`src/rtl/alu_sequencer.sv`:
```
// Sequential front-end for the combinational alu: latches a job on start, drives the ALU,
// waits a settle interval, captures the result and streams captures out on valid/ready.
module alu_sequencer #(
    parameter int N      = 4,
    parameter int SETTLE = 1
) (
    input  logic         clk,
    input  logic         rst_n,
    input  logic         start,
    input  logic [N-1:0] a_in,
    input  logic [N-1:0] b_in,
    input  logic [3:0]   sel_in,
    input  logic         sweep,
    output logic         busy,
    output logic         err,
    output logic         out_valid,
    input  logic         out_ready,
    output logic [3:0]   out_sel,
    output logic [N-1:0] out_result,
    output logic         out_carry,
    output logic         out_zero,
    output logic         out_last,
    output logic [N-1:0] alu_a,
    output logic [N-1:0] alu_b,
    output logic [2:0]   alu_op,
    output logic         alu_op_sum,
    output logic         alu_op_subt,
    input  logic [N-1:0] alu_result,
    input  logic         alu_carry_sum,
    input  logic         alu_carry_subt
);

    typedef enum logic [1:0] {IDLE = 2'd0, DRIVE = 2'd1, OUT = 2'd2} state_t;

    localparam logic [3:0] SETTLE_LAST = 4'(SETTLE - 1);
    localparam logic [3:0] SWEEP_LAST  = 4'd9;

    // Sweep order is add, subtract, then the eight op codes.
    function automatic logic [3:0] idx_to_sel(input logic [3:0] idx);
        case (idx)
            4'd0:    idx_to_sel = 4'd8;
            4'd1:    idx_to_sel = 4'd9;
            default: idx_to_sel = idx - 4'd2;
        endcase
    endfunction

    // Returns {alu_op, alu_op_sum, alu_op_subt} for an operation select.
    function automatic logic [4:0] sel_to_drive(input logic [3:0] sel);
        case (sel)
            4'd8:    sel_to_drive = {3'd0, 1'b1, 1'b0};
            4'd9:    sel_to_drive = {3'd0, 1'b0, 1'b1};
            default: sel_to_drive = {sel[2:0], 1'b0, 1'b0};
        endcase
    endfunction

    state_t         state_r, state_s;
    logic [N-1:0]   a_r, a_s, b_r, b_s;
    logic [2:0]     op_r, op_s;
    logic           op_sum_r, op_sum_s, op_subt_r, op_subt_s;
    logic [3:0]     sel_r, sel_s, idx_r, idx_s, cnt_r, cnt_s;
    logic           sweep_r, sweep_s, busy_r, busy_s, err_r, err_s;
    logic           valid_r, valid_s, carry_r, carry_s, zero_r, zero_s, last_r, last_s;
    logic [3:0]     osel_r, osel_s;
    logic [N-1:0]   res_r, res_s;
    logic [3:0]     nsel_s;

    // Next-state and next-output decode.
    always_comb begin
        state_s   = state_r;
        a_s       = a_r;
        b_s       = b_r;
        op_s      = op_r;
        op_sum_s  = op_sum_r;
        op_subt_s = op_subt_r;
        sel_s     = sel_r;
        idx_s     = idx_r;
        cnt_s     = cnt_r;
        sweep_s   = sweep_r;
        busy_s    = busy_r;
        err_s     = 1'b0;
        valid_s   = valid_r;
        osel_s    = osel_r;
        res_s     = res_r;
        carry_s   = carry_r;
        zero_s    = zero_r;
        last_s    = last_r;
        nsel_s    = 4'd0;
        case (state_r)
            IDLE: begin
                if (start) begin
                    if (!sweep && (sel_in >= 4'd10)) begin
                        err_s = 1'b1;
                    end else begin
                        nsel_s  = sweep ? 4'd8 : sel_in;
                        a_s     = a_in;
                        b_s     = b_in;
                        sweep_s = sweep;
                        sel_s   = nsel_s;
                        {op_s, op_sum_s, op_subt_s} = sel_to_drive(nsel_s);
                        idx_s   = 4'd0;
                        cnt_s   = 4'd0;
                        busy_s  = 1'b1;
                        state_s = DRIVE;
                    end
                end else begin
                    state_s = IDLE;
                end
            end
            DRIVE: begin
                if (cnt_r == SETTLE_LAST) begin
                    valid_s = 1'b1;
                    osel_s  = sel_r;
                    res_s   = alu_result;
                    zero_s  = (alu_result == {N{1'b0}});
                    carry_s = (sel_r == 4'd8) ? alu_carry_sum :
                              (sel_r == 4'd9) ? alu_carry_subt : 1'b0;
                    last_s  = !sweep_r || (idx_r == SWEEP_LAST);
                    state_s = OUT;
                end else begin
                    cnt_s = cnt_r + 4'd1;
                end
            end
            OUT: begin
                if (out_ready) begin
                    valid_s = 1'b0;
                    if (sweep_r && (idx_r != SWEEP_LAST)) begin
                        nsel_s  = idx_to_sel(idx_r + 4'd1);
                        idx_s   = idx_r + 4'd1;
                        sel_s   = nsel_s;
                        {op_s, op_sum_s, op_subt_s} = sel_to_drive(nsel_s);
                        cnt_s   = 4'd0;
                        state_s = DRIVE;
                    end else begin
                        op_s      = 3'd0;
                        op_sum_s  = 1'b0;
                        op_subt_s = 1'b0;
                        busy_s    = 1'b0;
                        state_s   = IDLE;
                    end
                end else begin
                    state_s = OUT;
                end
            end
            default: begin
                state_s = IDLE;
                busy_s  = 1'b0;
                valid_s = 1'b0;
            end
        endcase
    end

    // State and output registers; reset discards any job in flight.
    always_ff @(posedge clk or negedge rst_n) begin
        if (!rst_n) begin
            state_r   <= IDLE;
            a_r       <= {N{1'b0}};
            b_r       <= {N{1'b0}};
            op_r      <= 3'd0;
            op_sum_r  <= 1'b0;
            op_subt_r <= 1'b0;
            sel_r     <= 4'd0;
            idx_r     <= 4'd0;
            cnt_r     <= 4'd0;
            sweep_r   <= 1'b0;
            busy_r    <= 1'b0;
            err_r     <= 1'b0;
            valid_r   <= 1'b0;
            osel_r    <= 4'd0;
            res_r     <= {N{1'b0}};
            carry_r   <= 1'b0;
            zero_r    <= 1'b0;
            last_r    <= 1'b0;
        end else begin
            state_r   <= state_s;
            a_r       <= a_s;
            b_r       <= b_s;
            op_r      <= op_s;
            op_sum_r  <= op_sum_s;
            op_subt_r <= op_subt_s;
            sel_r     <= sel_s;
            idx_r     <= idx_s;
            cnt_r     <= cnt_s;
            sweep_r   <= sweep_s;
            busy_r    <= busy_s;
            err_r     <= err_s;
            valid_r   <= valid_s;
            osel_r    <= osel_s;
            res_r     <= res_s;
            carry_r   <= carry_s;
            zero_r    <= zero_s;
            last_r    <= last_s;
        end
    end

    assign busy        = busy_r;
    assign err         = err_r;
    assign out_valid   = valid_r;
    assign out_sel     = osel_r;
    assign out_result  = res_r;
    assign out_carry   = carry_r;
    assign out_zero    = zero_r;
    assign out_last    = last_r;
    assign alu_a       = a_r;
    assign alu_b       = b_r;
    assign alu_op      = op_r;
    assign alu_op_sum  = op_sum_r;
    assign alu_op_subt = op_subt_r;

endmodule

```
`config.mk`:
```
export PLATFORM = sky130hd
export DESIGN_NAME = alu_sequencer
export DESIGN_NICKNAME = d
export VERILOG_FILES = /design/src/rtl/alu_sequencer.sv
export SDC_FILE = /design/constraint.sdc
export NUM_CORES = 1
export LEC_CHECK = 0
export CORE_MARGIN = 2
export CORE_UTILIZATION = 35
export DETAILED_ROUTE_END_ITERATION = 8
export GPL_TIMING_DRIVEN = 0
export PLACE_DENSITY = 0.65
export SLEW_MARGIN = 10
export SYNTH_ARGS = -nofsm -noshare
export SYNTH_HDL_FRONTEND = slang
export SYNTH_SLANG_ARGS = --single-unit
```
`constraint.sdc`:
```
create_clock -name clk -period 2.8 [get_ports clk]
set_clock_uncertainty 0.1 [all_clocks]
set_input_delay 0.84 -clock clk [delete_from_list [all_inputs] [get_ports clk]]
set_output_delay 0.84 -clock clk [all_outputs]
set_load 0.02 [all_outputs]
```
==> key figures <==
Place
  – Post-DP HPWL: 3290 um
  – Post-DP Area: 0.00271 sq mm
  – Routability Congestion: 0.798
  – Port Buffer Count: 49

Clock network
  – Worst-Skew Late Latency: 0.29 ns
  – H-tree level count: 2
  – CTS tree: built
  – Sink Count: 42
  – Root buf cell: clkbuf_8
  – PostCTS Resize Cnt: 0
  – TritonCTS Buffers: 5
  – Hold_buf cts: 0
  – Number of setup buffers added after CTS: 0
  – Clk buf depth: 2
  – Clock-pin transition on the worst setup and hold timing paths: 0.07 ns

Timing
  – Setup violators final: 0
  – Fin crit period: 2.44 ns
  – Period utilization: 87.0%
  – Final Hold Fails: 0
  – Worst-margin pin slew: 0.424 ns
  – RSZ-0062 raised after global routing: no
  – Setup TNS: 0 ns
  – Worst slew margin: 71.8%
  – Number of slew-limit violations in the final report: 0
  – Max Fclk: 410 MHz

Die
  – I/O pin count: 50
  – Num rows: 28
  – Starting Density: 35.9%
  – Die width: 81.7 um
  – Core area: 0.00589 sq mm
  – Die Area: 0.00668 sq mm
  – Die Span Y: 81.7 um

Layout
  – Post-route cell area: 0.00282 sq mm
  – Fillers: 555
  – Ant. Diodes: 0
  – Area grow syn2layout: 33.4%
  – Share of cells above drive strength 1: 15.7%
  – Nets: 277

Logic synthesis
  – Synth Cell Area: 0.00211 sq mm
  – Main area contributors after synthesis: dfrtp_1 (50%), mux2_2 (7.5%), ha_1 (4.1%), o21ai_0 (4.0%), nand2_1 (3.4%)
  – Syn Nets: 220
  – Netlist cell types: 49
  – Synth top cells by count: dfrtp_1 (42), nand2_1 (19), o21ai_0 (17), mux2_2 (14), nor2_1 (11)
  – Ys async rst share: 100%
  – Syn avg cell area: 11.1 sq um
  – Largest area contributor in the netlist: dfrtp_1
  – Count leader, synth: dfrtp_1
  – Top_reg_cell synth: dfrtp_1
  – Flops & latches, synth: 42
  – Top-area cell type share of the netlist area: 49.7%
  – Post-synthesis instance total: 190
  – Number of synthesized flops with an enable pin: 0
  – Sequential fraction of the synthesis area: 49.7%
  – Warnings from Yosys: 0

Global route
  – First-pass GRT wire length: 7280 um
  – Total gr overflow: 0
  – Largest net degree at the start of global routing: 29
  – Vias in the first global route: 1,485
  – Antenna violations before repair: 0
  – Total GRT Usage: 14.6%

Routing
  – Antenna viol nets, final: 0
  – Vias per inst: 4.96
  – First drt pass iteration count: 4
  – Via count: 1,603
  – Routed WL per cell: 13.5 um
  – Final WL: 4350 um
  – Initial drt markers: 86
  – # DRC: 0

Worst setup path
  – Required time of the critical path: 2.88 ns
  – WP data arrival: 2.51 ns
  – Worst R2R Start: idx_r[0]
  – Setup crit start kind: input port
  – Crit Path Class: in2reg
  – Worst r2r path cells: 7
  – CP Capture Type: flop
  – Reg-to-reg endpoint: alu_op_subt
  – R2R setup slack: 0.60 ns
  – CP max FO: 6

Min path
  – Worst hold path class: in2async

Power
  – Leak: 1.16 nW
  – Max IR drop VDD: 0.000467 V
  – PD cells: 1020 mW/mm^2

Run
  – Max_cap viols: 0

Status
  – Status: completed
cell type report:
| class | instances | area, sq um | share of cell area, % |
|---|---|---|---|
| multi-input combinational | 135 | 995 | 35.3 |
| inverter | 9 | 33.8 | 1.20 |
| tap | 75 | 93.8 | 3.33 |
| timing repair buffer | 50 | 505 | 17.9 |
| clock buffer | 7 | 76.3 | 2.71 |
| buffer | 4 | 35.0 | 1.24 |
| clock inverter | 1 | 30.0 | 1.06 |
| sequential | 42 | 1050 | 37.3 |
critical path, cell delays in order:
cell and delay (ns):
clkdlybuf4s50_1 0.51, nand2b_4 0.19, or2_2 0.33, o21ai_2 0.27, nor3_1 0.10, a221o_1 0.27
registers in the layout, summed over array words and instances (netlist names), 2 cells and up:
name	flops
alu_a	4
alu_b	4
cnt_r	4
idx_r	4
out_result	4
out_sel	4
sel_r	4
alu_op	3
state_r	2
metrics by stage:
stage	worst slack, ns	cells	hold slack (ns)	util (%)	total power [mW]
after floorplan	0.770	190	0.368	-	1.89
after global placement	-0.334	314	0.372	45.9	2.41
after detailed placement	0.0841	315	0.377	46.1	2.44
after CTS	0.383	323	0.360	47.9	2.91
after global routing	0.258	323	0.356	47.9	3.10
final	0.363	323	0.351	47.9	2.88
metal layers:
layer  vias to the layer above  GRT usage (%)  wire (um)
met4                         0           5.00         63
li1                        791              -          -
met2                        32           22.3       2030
met3                         5           3.96        165
met1                       775           19.9       2090
met5                         -              0          0
layout by cell type (no fill, tap or decap), types with 2 or more instances in the layout:
cell	n
o211ai_1	2
o21ai_0	17
clkbuf_8	5
buf_6	2
xnor2_1	6
mux2_2	14
or3b_1	2
mux2_1	4
nand2b_1	5
inv_1	9
o21ai_1	2
dfrtp_1	42
a31oi_1	3
clkdlybuf4s50_1	48
and3_1	2
nand2_1	19
clkbuf_1	2
nand3_1	4
buf_2	2
a21oi_1	4
nor2_1	11
a211oi_2	2
o21ai_2	2
nor3_1	2
nor2b_1	2
ha_1	7
kinds of logic (layout without fill, tap and decap cells):
logic type / count (synthesis) / in the layout / synth area share [%]
simple gates: 59 / 59 / 16.3
compound gates: 44 / 44 / 14.1
flops: 42 / 42 / 49.7
fa+ha+maj: 7 / 7 / 4.14
mux: 19 / 19 / 10.1
buf+inv: 13 / 71 / 3.25
xor+xnor: 6 / 6 / 2.49
power by group:
| group | leakage (nW) | internal (mW) | switching, mW |
|---|---|---|---|
| Sequential | 0.524 | 0.844 | 0.157 |
| Combinational | 0.586 | 0.697 | 0.717 |
| Clock | 0.0524 | 0.267 | 0.198 |
| Total | 1.16 | 1.81 | 1.07 |
worst max-delay path by stage:
| stage | depth (start not counted) | slack (ns) | to | startpoint |
|---|---|---|---|---|
| floorplan | 7 | 0.77 | alu_op_subt | idx_r[0] |
| global placement | 1 | -0.33 | out_result[0] | rst_n |
| detailed placement | 6 | 0.08 | alu_op_subt | sweep |
| CTS | 6 | 0.38 | alu_op_subt | sweep |
| global route | 6 | 0.26 | alu_op_subt | sweep |
| finish | 6 | 0.36 | alu_op_subt | sweep |
Power figures use the tool's default switching activity.
